File: src/rtl/sprite_pkg.sv
// Shared constants for the sprite pixel engine: colour/screen widths, the
// transparent key, action encodings and the default one-shot action set.
package sprite_pkg;

  localparam int RGB_W = 12;
  localparam int SCR_W = 10;

  localparam logic [RGB_W-1:0] TRANSP_DEF       = 12'hFFF;
  localparam logic [3:0]       ONESHOT_MASK_DEF = 4'b0100;

  typedef enum logic [1:0] {
    ACT_IDLE = 2'd0,
    ACT_RUN  = 2'd1,
    ACT_JUMP = 2'd2,
    ACT_FALL = 2'd3
  } action_e;

  // Index width that stays at least one bit for single-entry ranges.
  function automatic int clog2_min1(input int n);
    return (n <= 1) ? 1 : $clog2(n);
  endfunction

endpackage

File: src/rtl/sprite_frame_ctr.sv
// Animation frame sequencer: latches the current action, divides frame_tick
// by FRAME_DIV and advances the frame, looping or saturating per action.
module sprite_frame_ctr
  import sprite_pkg::*;
#(
  parameter int                   N_ACTIONS    = 4,
  parameter int                   N_FRAMES     = 4,
  parameter int                   FRAME_DIV    = 1,
  parameter logic [N_ACTIONS-1:0] ONESHOT_MASK = N_ACTIONS'(ONESHOT_MASK_DEF),
  localparam int                  ACT_W        = clog2_min1(N_ACTIONS),
  localparam int                  FR_W         = clog2_min1(N_FRAMES),
  localparam int                  DIV_W        = clog2_min1(FRAME_DIV)
) (
  input  logic             clk,
  input  logic             rst,
  input  logic             frame_tick,
  input  logic [ACT_W-1:0] action,
  output logic [ACT_W-1:0] action_q,
  output logic [FR_W-1:0]  frame_idx
);

  localparam logic [FR_W-1:0]  FR_LAST  = FR_W'(N_FRAMES - 1);
  localparam logic [DIV_W-1:0] DIV_LAST = DIV_W'(FRAME_DIV - 1);

  logic [ACT_W-1:0] action_r, action_s;
  logic [FR_W-1:0]  frame_r, frame_s;
  logic [DIV_W-1:0] div_r, div_s;

  // Next-state: an action change restarts the strip and swallows any coincident tick.
  always_comb begin
    action_s = action_r;
    frame_s  = frame_r;
    div_s    = div_r;
    if (action != action_r) begin
      action_s = action;
      frame_s  = '0;
      div_s    = '0;
    end else if (frame_tick) begin
      if (div_r == DIV_LAST) begin
        div_s = '0;
        if (frame_r == FR_LAST) begin
          frame_s = ONESHOT_MASK[action_r] ? FR_LAST : '0;
        end else begin
          frame_s = frame_r + FR_W'(1);
        end
      end else begin
        div_s = div_r + DIV_W'(1);
      end
    end else begin
      div_s = div_r;
    end
  end

  // Counter and action registers.
  always_ff @(posedge clk or negedge rst) begin
    if (!rst) begin
      action_r <= '0;
      frame_r  <= '0;
      div_r    <= '0;
    end else begin
      action_r <= action_s;
      frame_r  <= frame_s;
      div_r    <= div_s;
    end
  end

  assign action_q  = action_r;
  assign frame_idx = frame_r;

endmodule

File: src/rtl/sprite_animator.sv
// Pipelined sprite pixel engine: box test, mirrored ROM addressing, a delay
// line matched to ROM latency and colour-keyed output. Latency col/row to
// spr_rgb/is_spr is ROM_LAT+2 cycles.
// Optional build macro SPRITE_BLINK_EN adds a blink input that gates is_spr
// on alternate frame_tick phases.
module sprite_animator
  import sprite_pkg::*;
#(
  parameter int                   SPR_W        = 31,
  parameter int                   SPR_H        = 23,
  parameter int                   N_ACTIONS    = 4,
  parameter int                   N_FRAMES     = 4,
  parameter int                   FRAME_DIV    = 1,
  parameter logic [N_ACTIONS-1:0] ONESHOT_MASK = N_ACTIONS'(ONESHOT_MASK_DEF),
  parameter int                   ROM_LAT      = 1,
  parameter logic [RGB_W-1:0]     TRANSP       = TRANSP_DEF,
  localparam int                  ACT_W        = clog2_min1(N_ACTIONS),
  localparam int                  FR_W         = clog2_min1(N_FRAMES),
  localparam int                  ADDR_W       = $clog2(N_ACTIONS * N_FRAMES * SPR_W * SPR_H)
) (
  input  logic              clk,
  input  logic              rst,
  input  logic              frame_tick,
  input  logic [SCR_W-1:0]  col,
  input  logic [SCR_W-1:0]  row,
  input  logic [SCR_W-1:0]  pos_x,
  input  logic [SCR_W-1:0]  pos_y,
  input  logic              dir,
  input  logic [ACT_W-1:0]  action,
`ifdef SPRITE_BLINK_EN
  input  logic              blink,
`endif
  output logic [ADDR_W-1:0] rom_addr,
  input  logic [RGB_W-1:0]  rom_data,
  output logic [RGB_W-1:0]  spr_rgb,
  output logic              is_spr,
  output logic [SCR_W-1:0]  ctr_x,
  output logic [SCR_W-1:0]  ctr_y,
  output logic [FR_W-1:0]   frame_idx
);

  localparam logic [SCR_W-1:0] SPR_W_S = SCR_W'(SPR_W);
  localparam logic [SCR_W-1:0] SPR_H_S = SCR_W'(SPR_H);

  logic [ACT_W-1:0]  action_q_s;
  logic [FR_W-1:0]   frame_s;
  logic [SCR_W-1:0]  dx_s, dy_s, mx_s;
  logic              in_box_s;
  logic [ADDR_W-1:0] addr_s;
  logic [ADDR_W-1:0] rom_addr_r;
  logic [ROM_LAT:0]  box_pipe_r;
  logic              opaque_s;
  logic [RGB_W-1:0]  spr_rgb_r;
  logic              is_spr_r;

  sprite_frame_ctr #(
    .N_ACTIONS   (N_ACTIONS),
    .N_FRAMES    (N_FRAMES),
    .FRAME_DIV   (FRAME_DIV),
    .ONESHOT_MASK(ONESHOT_MASK)
  ) u_frame_ctr (
    .clk       (clk),
    .rst       (rst),
    .frame_tick(frame_tick),
    .action    (action),
    .action_q  (action_q_s),
    .frame_idx (frame_s)
  );

  // Box test and linear ROM address; unsigned wrap rejects pixels left of / above the sprite.
  always_comb begin
    dx_s     = col - pos_x;
    dy_s     = row - pos_y;
    in_box_s = (dx_s < SPR_W_S) && (dy_s < SPR_H_S);
    mx_s     = dir ? dx_s : (SPR_W_S - SCR_W'(1) - dx_s);
    addr_s   = ((ADDR_W'(action_q_s) * ADDR_W'(N_FRAMES) + ADDR_W'(frame_s))
                * ADDR_W'(SPR_H) + ADDR_W'(dy_s)) * ADDR_W'(SPR_W) + ADDR_W'(mx_s);
  end

`ifdef SPRITE_BLINK_EN
  logic phase_r;

  // Blink phase flips on each animation strobe while blinking, parks at 0 otherwise.
  always_ff @(posedge clk or negedge rst) begin
    if (!rst) begin
      phase_r <= 1'b0;
    end else if (!blink) begin
      phase_r <= 1'b0;
    end else if (frame_tick) begin
      phase_r <= ~phase_r;
    end else begin
      phase_r <= phase_r;
    end
  end

  // Opaque pixel qualifier, suppressed in the hidden blink phase.
  always_comb begin
    opaque_s = (rom_data != TRANSP) && !phase_r;
  end
`else
  // Opaque pixel qualifier.
  always_comb begin
    opaque_s = (rom_data != TRANSP);
  end
`endif

  // Address register and in-box delay line aligned with ROM read data.
  always_ff @(posedge clk or negedge rst) begin
    if (!rst) begin
      rom_addr_r <= '0;
      box_pipe_r <= '0;
    end else begin
      rom_addr_r <= in_box_s ? addr_s : '0;
      box_pipe_r <= {box_pipe_r[ROM_LAT-1:0], in_box_s};
    end
  end

  // Output register with colour-key test.
  always_ff @(posedge clk or negedge rst) begin
    if (!rst) begin
      spr_rgb_r <= TRANSP;
      is_spr_r  <= 1'b0;
    end else begin
      spr_rgb_r <= box_pipe_r[ROM_LAT] ? rom_data : TRANSP;
      is_spr_r  <= box_pipe_r[ROM_LAT] && opaque_s;
    end
  end

  assign rom_addr  = rom_addr_r;
  assign spr_rgb   = spr_rgb_r;
  assign is_spr    = is_spr_r;
  assign frame_idx = frame_s;
  assign ctr_x     = pos_x + SCR_W'(SPR_W / 2);
  assign ctr_y     = pos_y + SCR_W'(SPR_H / 2);

endmodule

File: config.mk
export PLATFORM = sky130hd
export DESIGN_NAME = sprite_animator
export DESIGN_NICKNAME = d
export VERILOG_FILES = /design/src/rtl/sprite_pkg.sv /design/src/rtl/sprite_frame_ctr.sv /design/src/rtl/sprite_animator.sv
export SDC_FILE = /design/constraint.sdc
export NUM_CORES = 1
export LEC_CHECK = 0
export ABC_AREA = 1
export CELL_PAD_IN_SITES_DETAIL_PLACEMENT = 1
export CELL_PAD_IN_SITES_GLOBAL_PLACEMENT = 2
export CORE_MARGIN = 8
export CORE_UTILIZATION = 25
export CTS_CLUSTER_SIZE = 12
export DETAILED_ROUTE_END_ITERATION = 12
export PLACE_DENSITY_LB_ADDON = 0.1
export SETUP_SLACK_MARGIN = 0.1
export SYNTH_ARGS = -nofsm -noshare
export SYNTH_HDL_FRONTEND = slang
export SYNTH_SLANG_ARGS = --single-unit
File: constraint.sdc
create_clock -name clk -period 6.2 [get_ports clk]
set_input_delay 1.24 -clock clk [delete_from_list [all_inputs] [get_ports clk]]
set_output_delay 1.24 -clock clk [all_outputs]
set_load 0.01 [all_outputs]
== Yosys cells after proc, flatten, opt, wreduce, memory -nomap -nowiden ==
Cells that the tools add are included.

* Word-level logic and storage cells: 43
* Output and inout port bits: 49
* Bits in registers: 34
* Input bits: 58

* Equality and inequality tests: 4
* $add $sub $neg: 10
* Reductions and logical operators: 4
* Mux-type cells: 13
* Multipliers: 2
* Magnitude comparators: 3

{| class="wikitable"
|+ Operators with widths
! cell !! number
|-
| $add 10x4->10 const B || 2
|-
| $lt 10x5->1 const B || 2
|-
| $sub 10x10->10 || 2
|-
| $add 14x10->14 || 1
|-
| $mul 11x5->14 const B || 1
|-
| $mux 14 || 1
|-
| $mux 12 || 1
|-
| $ne 12x12->1 const B || 1
|-
| $add 10x10->11 || 1
|-
| $mul 5x5->10 const B || 1
|-
| $mux 10 || 1
|-
| $mux 2 || 5
|-
| $sub 5x10->10 const A || 1
|-
| $add 4x2->5 || 1
|-
| $mux 1 || 4
|-
| $lt 2x3->1 const B || 1
|-
| $add 2x1->2 const B || 1
|-
| $bmux 1 s2 || 1
|-
| $eq 2x2->1 const B || 1
|-
| $logic_and 1x1->1 || 2
|-
| $ne 2x2->1 || 1
|-
| $ne 2x2->1 const B || 1
|-
| $reduce_and 2->1 || 1
|-
| $reduce_bool 2->1 || 1
|-
| $add 1x1->1 const B || 1
|}

== Depth between registers and ports, before layout ==
* Word-level depth: 7
* Gate-level depth with buffers: 38
* Depth with buffers taken out: 38

== Cells and area by module ==
A second synthesis with hierarchy kept.

* Cells, all modules: 715
* Area, all modules: 5,268.8 um^2

{| class="wikitable"
|+ By module, submodules not included
! module !! sequential area each (um^2) !! area an instance (um^2) !! cells each !! times used
|-
| sprite_animator || 740.7 || 5,042.3 || 683 || 1
|-
| sprite_frame_ctr || 100.1 || 226.5 || 32 || 1
|}

== Worst setup path after synthesis ==
Ideal clock, no wire load.

* Path kind: input -> register
* Start: input pos_y[2]
* End: register rom_addr_r[11] (netlist: rom_addr[11])
* Arrival time: 7.237 ns
* Setup time: 0.124 ns
* Cell stages on the path: 33
* Path buffers: 0
* Required time: 6.076 ns
* Setup slack: -1.161 ns
* Cells stage by stage: inv_1 > ha_1 > inv_1 > nand2_1 > nand3_1 > and2_1 > fa_1 > inv_1 > ha_1 > fa_1 > inv_1 > fa_1 > o21ai_1 > nand2_1 > nand2_1 > nand2_1 > nand2_1 > nand2_1 > nand2_1 > xor2_1 > inv_1 > ha_1 > fa_1 > inv_1 > fa_1 > inv_1 > ha_1 > a21oi_1 > o21ai_0 > a21oi_1 > o21ai_0 > xor2_1 > nor2_4

* Longest elaborated chain between the ends: 5
* Elaborated cells between the ends (all ways): 7
* Those cells by class: add/sub: 3; mul: 1; order compare: 1; mux: 1; reduce/logical: 1

{| class="wikitable"
|+ RTL lines
! element !! RTL line !! RTL
|-
| from (decl) || sprite_animator.sv:27 || <nowiki>input logic [SCR_W-1:0] pos_y,</nowiki>
|-
| $sub 10x10->10 * || sprite_animator.sv:73 || <nowiki>dy_s = row - pos_y;</nowiki>
|-
| $add 10x10->11 || sprite_animator.sv:77 || <nowiki>* ADDR_W'(SPR_H) + ADDR_W'(dy_s)) * ADDR_W'(SPR_W) + ADDR_W'(mx_s);</nowiki>
|-
| $mul 11x5->14 || sprite_animator.sv:77 ||
|-
| $add 14x10->14 || sprite_animator.sv:77 ||
|-
| $mux 14 * || sprite_animator.sv:113 || <nowiki>rom_addr_r <= in_box_s ? addr_s : '0;</nowiki>
|-
| to (signal assigned) || sprite_animator.sv:113 ||
|-
| to (decl) || sprite_animator.sv:50 || <nowiki>logic [ADDR_W-1:0] rom_addr_r;</nowiki>
|}

Every way passes the cells marked *; elsewhere a longest branch is shown, timed or not.
A chain may end at the register's enable or synchronous reset.

== Worst setup path in the final report ==
* Start: input row[0]
* End: register rom_addr_r[8] (netlist: rom_addr[8])

* Longest elaborated chain between the ends: 5
* Elaborated cells between the ends (all ways): 7
* Those cells by class: add/sub: 3; mul: 1; order compare: 1; mux: 1; reduce/logical: 1

{| class="wikitable"
|+ RTL lines
! element !! RTL line !! RTL
|-
| from (decl) || sprite_animator.sv:25 || <nowiki>input logic [SCR_W-1:0] row,</nowiki>
|-
| $sub 10x10->10 * || sprite_animator.sv:73 ||
|-
| $add 10x10->11 || sprite_animator.sv:77 ||
|-
| $mul 11x5->14 || sprite_animator.sv:77 ||
|-
| $add 14x10->14 || sprite_animator.sv:77 ||
|-
| $mux 14 * || sprite_animator.sv:113 ||
|}

Marked as above.

==> reports/metrics.yaml <==
rows: 52
synth_area_leaders: "ha_1, fa_1, inv_1"
seq_area_frac_synth_pct: 16.3
finalMaxSlewViolations: 0
ys_types: 33
vias: 5139
clockRootBuffer: "clkbuf_16"
layout_setup_ws_ps: -750
avgSynthCellArea_um2: 7.67
synth_area_leader_cell: "ha_1"
ys_seq_elements: 33
cts_tree: "done"
overflow: 0
synthCells: 674
fin_cells: 1214
rsz0062_at_grt: "true"
grt_pass1_vias: 6009
cp.required_ps: 6370
slew_headroom_pct: 62.0
finalWirelength_mm: 17.1
ios: 107
hold_buffers: 0
routedWlPerCell_um: 14.1
final_util_pct: 44.3
h-tree-depth: 2
clock_sinks: 33
ys_warn_count: 0
portBuffers: 106
clock_latency_ps: 280
dieArea_um2: 25500
gr-usage-all-layers_pct: 13.3
synth_nets: 843
gp_congestion: 0.801
timing.rr.start: "u_frame_ctr.frame_idx[1]$_DFFE_PN0P_"
clk_pin_slew_worst_paths_ps: 60
fmax_ghz: 0.144
syn_area_um2: 5170
syn_to_final_growth_pct: 73.7
synth.top_cell.area_share_pct: 16.7
core_um2: 20300
violations: "setup timing"
place_inst: 1140
first_pass_iters: 4
die_x_um: 160
crit_path_end_kind: "flip-flop"
drcViolationCount: 0
status: "finished, violations left"
finalSetupViolations: 15
timing.final.crit_share_pct: 112
clk_path_buf_depth: 2
vias_per_cell: 4.23
crit_path_start_kind: "primary input"
finalCriticalPeriod_ps: 6950
final_nets: 1112
grt_max_degree: 34
hold_viol_final: 0
fin_skew_ps: 4.52
cpPeakStageDelay_ps: 560
dpl.hpwl_mm: 13.4
critPathLaunch: "row[0]"
antenna_found_initial: 0
final_antenna_net_count: 0
initialDrtViolationCount: 103
tightest_slew_ps: 564
drv_cap: 0
cp.arrival_ps: 7120
grt_pass1_wl_mm: 28.5
critPathKind: "primary input to flip-flop"
cp_max_fo: 4
initial_utilization_pct: 25.5
crit_path_top_delay_cell: "fa_1"
die_h_um: 160
worstHoldStart: "box_pipe_r[0]$_DFF_PN0_"
diodes: 0
min_path_type: "flip-flop to flip-flop"
drive_gt1_share_pct: 40.4
cts_buffers: 5
## critical path: cells and delay by family
family                     cells  cell delay [ps]
and+or+nand+nor                6              460
buffers and inverters         11              950
adders and majority gates      9             3660
AOI/OAI and AO/OA              3              440
xor gates and xnor gates       2              380
## state kept, by name (all words and copies together) (netlist names)
| name | flops |
|---|---|
| box_pipe_r | 2 |
| u_frame_ctr.action_q | 2 |
| is_spr | 1 |
| rom_addr | 14 |
| u_frame_ctr.frame_idx | 2 |
| spr_rgb | 12 |
## Yosys cell counts, drive strengths merged
master / count
a21boi: 1
a21oi: 30
and2: 2
buf: 1
clkbuf: 3
dfrtp: 21
dfstp: 12
fa: 42
ha: 69
inv: 186
nand2: 138
nand3: 37
nand3b: 3
nand4: 13
nor2: 40
nor3: 4
o211ai: 2
o21ai: 15
o21bai: 6
o31ai: 2
or2: 2
xnor2: 16
xor2: 29
## cells in the final DEF (no fill, tap or decap), types with 12 or more instances in the layout
master / synthesis / routed
dfrtp_1: 21 / 21
ha_1: 69 / 44
buf_4: 0 / 121
nor2_1: 27 / 21
nand2_1: 119 / 95
nand4_1: 13 / 13
nand2_2: 16 / 29
buf_6: 0 / 39
ha_4: 0 / 24
dfstp_2: 12 / 12
inv_1: 181 / 145
inv_2: 5 / 35
fa_1: 42 / 36
clkdlybuf4s50_1: 0 / 95
nand3_1: 32 / 24
xor2_1: 29 / 20
nand2_4: 3 / 14
a21oi_2: 3 / 12
## final cells by class
type	count	area [µm²]
clock buffers	6	150
clock inverters	2	38.8
fillers	2380	11300
inverters	186	723
multi-input cells	451	4460
flip-flops and latches	33	841
well taps	270	338
repair buffers	266	2430
## through the flow
stage | TNS, ps | cell area, µm² | worst slack (ps) | hold WS, ps
finish | -8110 | 8990 | -750 | 348
global route | -10680 | 8990 | -992 | 366
CTS | -5230 | 8700 | -693 | 350
detailed placement | -15070 | 7510 | -1680 | 337
global placement | -14190 | 7510 | -1610 | 334
floorplan | -4430 | 5440 | -705 | 331
## path summary, 6_finish.rpt
kind                                      endpoint  cells past startpoint  slack [ps]
max                          rom_addr[8]$_DFF_PN0_                     31        -750
min                        box_pipe_r[1]$_DFF_PN0_                      0         350
max reg2reg                  rom_addr[8]$_DFF_PN0_                     22         300
min reg2reg                box_pipe_r[1]$_DFF_PN0_                      0         350
max in group asynchronous     spr_rgb[6]$_DFF_PN1_                      2        4480
min in group asynchronous         is_spr$_DFF_PN0_                      2        1380
## cells by family after synthesis
| logic type | Yosys count | synth area share [%] |
|---|---|---|
| adder cells (fa/ha/maj) | 111 | 32.9 |
| XOR/XNOR | 45 | 7.62 |
| buffers and inverters | 190 | 14.1 |
| flip-flops | 33 | 16.3 |
| AND/OR/NAND/NOR | 239 | 22.9 |
| AO/OA/AOI/OAI | 56 | 6.17 |
## per-layer routing
| metal | global-route usage, % | wire length (µm) | up-vias |
|---|---|---|---|
| met4 | 2.80 | 191 | 0 |
| met2 | 26.1 | 9310 | 81 |
| met1 | 14.9 | 7000 | 2474 |
| met3 | 1.77 | 600 | 10 |
| met5 | 0 | 0 | - |
| li1 | - | - | 2574 |
## timing repair
item,in CTS,in global routing
pin swaps,60,58
buffers inserted,64,9
gates resized for setup,149,59
gates cloned,1,0
endpoints found under the setup margin,11,15
Power is not shown: default switching activity piles up to over one toggle a cycle in this logic, so the estimate is an artifact.
